--- src/rtl/snake_dir_queue.sv ---
// Snake direction front end: debounces five buttons, filters turns against the
// queue tail, and holds accepted turns in a small FIFO drained by game ticks.
module snake_dir_queue #(
  parameter int DEB_BITS      = 16,
  parameter int QDEPTH        = 4,
  parameter int ALLOW_REVERSE = 0
) (
  input  logic                     clock,
  input  logic                     reset,
  input  logic                     btn_up,
  input  logic                     btn_down,
  input  logic                     btn_left,
  input  logic                     btn_right,
  input  logic                     btn_pause,
  input  logic                     step,
  output logic [2:0]               dir,
  output logic                     U,
  output logic                     D,
  output logic                     L,
  output logic                     R,
  output logic                     noMove,
  output logic                     paused,
  output logic [$clog2(QDEPTH):0]  q_count,
  output logic                     overflow
);

  localparam int PW = $clog2(QDEPTH);
  localparam int CW = PW + 1;
  localparam logic [CW-1:0] FULL = CW'(QDEPTH);

  localparam logic [2:0] DIR_NONE  = 3'd0;
  localparam logic [2:0] DIR_UP    = 3'd1;
  localparam logic [2:0] DIR_DOWN  = 3'd2;
  localparam logic [2:0] DIR_LEFT  = 3'd3;
  localparam logic [2:0] DIR_RIGHT = 3'd4;

  // Button index: 0 up, 1 down, 2 left, 3 right, 4 pause.
  logic [4:0]          rawBtn;
  logic [4:0]          syncA;
  logic [4:0]          syncB;
  logic [4:0]          debState;
  logic [4:0]          pressEvt;
  logic [DEB_BITS-1:0] debCnt [5];

  logic [2:0]    qMem [QDEPTH];
  logic [PW-1:0] rdPtr;
  logic [PW-1:0] wrPtr;
  logic [CW-1:0] qCount;

  logic [2:0] cand;
  logic [2:0] oppCand;
  logic [2:0] tail;
  logic [2:0] headDir;
  logic       accept;
  logic       full;
  logic       doPop;
  logic       doPush;

  assign rawBtn  = {btn_pause, btn_right, btn_left, btn_down, btn_up};
  assign q_count = qCount;

  always_ff @(posedge clock) begin
    if (reset) begin
      syncA    <= '0;
      syncB    <= '0;
      debState <= '0;
      pressEvt <= '0;
      for (int i = 0; i < 5; i++) begin
        debCnt[i] <= '0;
      end
    end else begin
      syncA <= rawBtn;
      syncB <= syncA;
      for (int i = 0; i < 5; i++) begin
        pressEvt[i] <= 1'b0;
        if (syncB[i] == debState[i]) begin
          debCnt[i] <= '0;
        end else if (debCnt[i] == '1) begin
          debState[i] <= ~debState[i];
          debCnt[i]   <= '0;
          pressEvt[i] <= ~debState[i];
        end else begin
          debCnt[i] <= debCnt[i] + DEB_BITS'(1);
        end
      end
    end
  end

  // The tail is judged before any same-cycle pop, so a pop never unblocks a reversal.
  always_comb begin
    cand = DIR_NONE;
    if (pressEvt[0]) begin
      cand = DIR_UP;
    end else if (pressEvt[1]) begin
      cand = DIR_DOWN;
    end else if (pressEvt[2]) begin
      cand = DIR_LEFT;
    end else if (pressEvt[3]) begin
      cand = DIR_RIGHT;
    end

    case (cand)
      DIR_UP:    oppCand = DIR_DOWN;
      DIR_DOWN:  oppCand = DIR_UP;
      DIR_LEFT:  oppCand = DIR_RIGHT;
      DIR_RIGHT: oppCand = DIR_LEFT;
      default:   oppCand = DIR_NONE;
    endcase

    tail    = (qCount != '0) ? qMem[wrPtr - PW'(1)] : dir;
    headDir = qMem[rdPtr];
    full    = (qCount == FULL);
    doPop   = step && !paused && (qCount != '0);

    accept = (cand != DIR_NONE) && !paused && (cand != tail);
    if (ALLOW_REVERSE == 0 && tail != DIR_NONE && tail == oppCand) begin
      accept = 1'b0;
    end

    doPush = accept && (!full || doPop);
  end

  always_ff @(posedge clock) begin
    if (reset) begin
      rdPtr  <= '0;
      wrPtr  <= '0;
      qCount <= '0;
      for (int i = 0; i < QDEPTH; i++) begin
        qMem[i] <= DIR_NONE;
      end
    end else begin
      if (doPush) begin
        qMem[wrPtr] <= cand;
        wrPtr       <= wrPtr + PW'(1);
      end
      if (doPop) begin
        rdPtr <= rdPtr + PW'(1);
      end
      if (doPush && !doPop) begin
        qCount <= qCount + CW'(1);
      end else if (doPop && !doPush) begin
        qCount <= qCount - CW'(1);
      end
    end
  end

  always_ff @(posedge clock) begin
    if (reset) begin
      dir      <= DIR_NONE;
      U        <= 1'b0;
      D        <= 1'b0;
      L        <= 1'b0;
      R        <= 1'b0;
      noMove   <= 1'b1;
      paused   <= 1'b0;
      overflow <= 1'b0;
    end else begin
      overflow <= accept && full && !doPop;
      if (pressEvt[4]) begin
        paused <= ~paused;
      end
      if (doPop) begin
        dir    <= headDir;
        U      <= (headDir == DIR_UP);
        D      <= (headDir == DIR_DOWN);
        L      <= (headDir == DIR_LEFT);
        R      <= (headDir == DIR_RIGHT);
        noMove <= (headDir == DIR_NONE);
      end
    end
  end

endmodule

--- config.mk ---
export PLATFORM = sky130hd
export DESIGN_NAME = snake_dir_queue
export DESIGN_NICKNAME = d
export VERILOG_FILES = /design/src/rtl/snake_dir_queue.sv
export SDC_FILE = /design/constraint.sdc
export NUM_CORES = 1
export LEC_CHECK = 0
export CAP_MARGIN = 5
export CELL_PAD_IN_SITES_DETAIL_PLACEMENT = 2
export CELL_PAD_IN_SITES_GLOBAL_PLACEMENT = 2
export CORE_ASPECT_RATIO = 1.25
export CORE_UTILIZATION = 41
export CTS_BUF_LIST = sky130_fd_sc_hd__clkbuf_16
export DETAILED_ROUTE_END_ITERATION = 10
export GPL_ROUTABILITY_DRIVEN = 0
export PLACE_DENSITY = 0.82
export SETUP_SLACK_MARGIN = 0.15
export SLEW_MARGIN = 20
export SYNTH_ARGS = -nofsm -noshare
export SYNTH_HDL_FRONTEND = slang
export SYNTH_SLANG_ARGS = --single-unit
export TNS_END_PERCENT = 100
--- constraint.sdc ---
create_clock -name clock -period 3.48 [get_ports clock]
set_input_delay 0.696 -clock clock [delete_from_list [all_inputs] [get_ports clock]]
set_output_delay 0.696 -clock clock [all_outputs]
set_load 0.01 [all_outputs]
==> metrics.md <==
| Metric | Value |
|---|---|
| Max-Cap Viols | 0 |
| #FFs+latches synth | 131 |
| # nets final | 694 |
| Vias in the first global route | 5,115 |
| Final WS setup | 272 ps |
| Clock sinks | 131 |
| Slew Limit Fails | 0 |
| Vias after detailed routing | 4,487 |
| Row cnt | 50 |
| Mux contribution to synthesized area | 4.08% |
| CP Capture Point | q_count[2]$_SDFFE_PP0P_ |
| LEAKAGE | 2.78 nW |
| Core area | 0.0150 sq mm |
| Post-synthesis xor/xnor area fraction | 11.8% |
| Fin. Hold Viols | 0 |
| Hold Path Class | reg2reg |
| Final Util | 50.4% |
| DP HPWL | 10,200 um |
| CP arrival | 3560 ps |
| Total CTS buffers | 17 |
| Crit path launch type | flip-flop |
| IO Pins | 21 |
| Adder-cell share of the synthesized area | 1.51% |
| Number of H-tree levels | 4 |
| Leading area contributor after synthesis | edfxtp_1 |
| Drt drc | 0 |
| Setup TNS | 0 ps |
| Max clock buf depth | 2 |
| Die area | 0.0158 sq mm |
| Crit-path max FO | 8 |
| Area growth syn-to-layout | 19.9% |
| Fin crit period | 3210 ps |
| Fillcell total | 1,530 |
| GRT Total Usage | 21.8% |
| Per-cell routed wire length | 18.4 um |
| Number of vias per cell | 5.13 |
| CTS tree | yes |
| Worst rel slew slack | 48.3% |
| Synth Instances | 574 |
| FMAX | 0.312 GHz |
| Reg2reg end | q_count[2]$_SDFFE_PP0P_ |
| Pin count of the biggest net entering global routing | 26 |
| Die H | 140 um |
| Worst R2R Setup Slack | 270 ps |
| Status | finished, final reports clean |
| Top post-synthesis cells by area | edfxtp_1, dfxtp_1, xor2_1 |
| Clk_lat worst skew | 430 ps |
| Root Buffer | clkbuf_16 |
| RSZ-0062 raised after global routing | false |
| Layout cells sized above 1 | 7.95% |
| Die Span X | 113 um |
| Worst R2R Start | wrPtr[0]$_SDFFE_PP0P_ |
| First-pass DRT Iterations | 4 |
| Compound-Gate Fraction of Synth Area | 3.09% |
| DRT iter0 DRCs | 166 |
| Ys Warns | 0 |
| Clk_skew | 9.05 ps |
| Final setup viols | 0 |
| WP data required | 3830 ps |
| Number of I/O port buffers | 20 |
| Critical path class | reg2reg |
| Seq/Total Area, Yosys | 56.4% |
| Simple-Gate Fraction of Synth Area | 20.6% |
| Ys async rst share | 0% |
| First-pass GRT wire length | 26,100 um |
| Slew @ Worst Pin | 768 ps |
| Cell Pwr Density | 468 mW/mm^2 |
| Initial antenna violation count | 0 |
| Initial Util | 42.0% |
| Total Power | 3.53 mW |
| EDFF count, synth | 92 |
| R2R depth | 13 |
| Fin Hold WS | 447 ps |
| Area of the mapped netlist | 0.00629 sq mm |
| Post-synth top area share | 43.9% |
| Crit path from | wrPtr[0]$_SDFFE_PP0P_ |
| Congestion Overflow GR | 0 |
| Antenna-violating nets left | 0 |
| ANT cells | 0 |
| Mean post-synth cell area | 11.0 sq um |
| Yosys cell types | 48 |
| Period utilisation layout | 92.2% |
| Peak supply drop | 0.000292 V |
| Post-Route WL | 16,000 um |
| Pre-CTS WS | 3.19 ps |
| Crit. End Element | flip-flop |
| Clock slew at reported path FFs | 60 ps |
| Top_reg_cell synth | edfxtp_1 |
| Largest family of logic cells by synthesized area | simple AND/OR/NAND/NOR gates |
==> logic make-up after synthesis <==
logic type | count (synthesis)
adders and majority gates | 7
xor gates and xnor gates | 85
other | 1
muxes | 15
buffers and inverters | 36
DFF | 131
AOI/OAI and AO/OA | 28
and+or+nand+nor | 271
==> cell usage in the layout (no fill, tap or decap), drive strengths merged, types with 5 or more instances in the layout <==
master,netlist,routed
nor2b,12,12
clkinv,1,6
clkdlybuf4s50,0,19
nand2,37,37
conb,1,80
xor2,56,56
ha,6,6
inv,15,23
dfxtp,39,39
edfxtp,92,92
nor2,116,116
buf,5,8
mux2i,7,7
and4,5,5
clkbuf,15,18
a21oi,12,12
nor3,16,16
o31ai,5,5
mux4,6,6
or3,6,6
and3,21,21
nand3,32,32
nand4,12,12
xnor2,29,29
==> critical path: stages (launching register included) <==
cell      delay, ps
dfxtp_4         420
mux4_2          510
mux2_4          310
and2_1          190
o211ai_1        220
buf_4           170
nand2b_4         60
inv_2            50
ha_1            180
inv_1            70
fa_2            340
xor2_1          160
or3_1           300
a21oi_1         150
==> repair_timing <==
item | 4_1_cts | 5_1_grt
resized for setup | 2 | 6
buffers inserted | 0 | 4
hold buffers | 0 | 0
endpoints found under the setup margin | 2 | 2
pin swaps | 0 | 1
==> stage by stage <==
step	std cells	cell area (sq um)
6_report	874	7540
5_1_grt	874	7540
4_1_cts	870	7470
3_5_place_dp	838	6940
3_3_place_gp	838	6940
2_1_floorplan	653	6580
==> sequential cells by signal, indices dropped and copies added, names as in the netlist, 2 cells and up, named ones only <==
register	count
syncA	5
q_count	3
rdPtr	2
qMem	12
syncB	5
dir	3
wrPtr	2
debState	5
debCnt	80
pressEvt	5
==> how the worst min path moves through the flow <==
stage	depth (start not counted)	startpoint	end	slack, ps
floorplan	1	syncA[0]$_SDFF_PP0_	syncB[0]$_SDFF_PP0_	410
global placement	1	syncA[4]$_SDFF_PP0_	syncB[4]$_SDFF_PP0_	420
detailed placement	1	syncA[4]$_SDFF_PP0_	syncB[4]$_SDFF_PP0_	440
CTS	1	syncA[3]$_SDFF_PP0_	syncB[3]$_SDFF_PP0_	450
global route	1	syncA[3]$_SDFF_PP0_	syncB[3]$_SDFF_PP0_	470
finish	1	syncA[3]$_SDFF_PP0_	syncB[3]$_SDFF_PP0_	450
==> metal layers <==
layer / track usage, % / wire, um / up-vias
met5: 0 / 0 / -
li1: - / - / 2128
met2: 40.4 / 9140 / 64
met4: 9.82 / 407 / 0
met3: 4.93 / 363 / 32
met1: 23.3 / 6130 / 2263
==> synthesized netlist by cell type (2+ instances only) <==
cell type / instances
nor2_1: 116
edfxtp_1: 92
xor2_1: 56
dfxtp_1: 39
nand2_1: 37
nand3_1: 32
xnor2_1: 29
and3_1: 21
clkbuf_1: 15
inv_1: 14
nor3_1: 14
a21oi_1: 12
nand4_1: 12
nor2b_1: 12
ha_1: 6
mux4_2: 6
or3_1: 6
and4_1: 5
mux2i_1: 5
o31ai_1: 5
and2_1: 3
and4b_1: 3
o21ai_0: 3
buf_1: 2
buf_6: 2
mux2i_4: 2
nand2b_1: 2
nor3_2: 2
or2_2: 2
==> layout make-up <==
class	instances	area, sq um	share of cell area [%]
multi-input combinational	486	2930	38.8
sequential	131	3550	47.1
inverter	16	60.1	0.797
clock inverter	14	80.1	1.06
clock buffer	18	450	5.98
tap	182	228	3.02
timing repair buffer	27	248	3.29
==> power by group <==
group | leakage (nW) | total, mW | internal [mW] | switching [mW]
Sequential | 1.26 | 1.77 | 1.72 | 0.0476
Combinational | 1.24 | 0.120 | 0.0445 | 0.0753
Clock | 0.286 | 1.64 | 0.991 | 0.646
Total | 2.78 | 3.53 | 2.76 | 0.769
(Power assumes the default switching activity.)
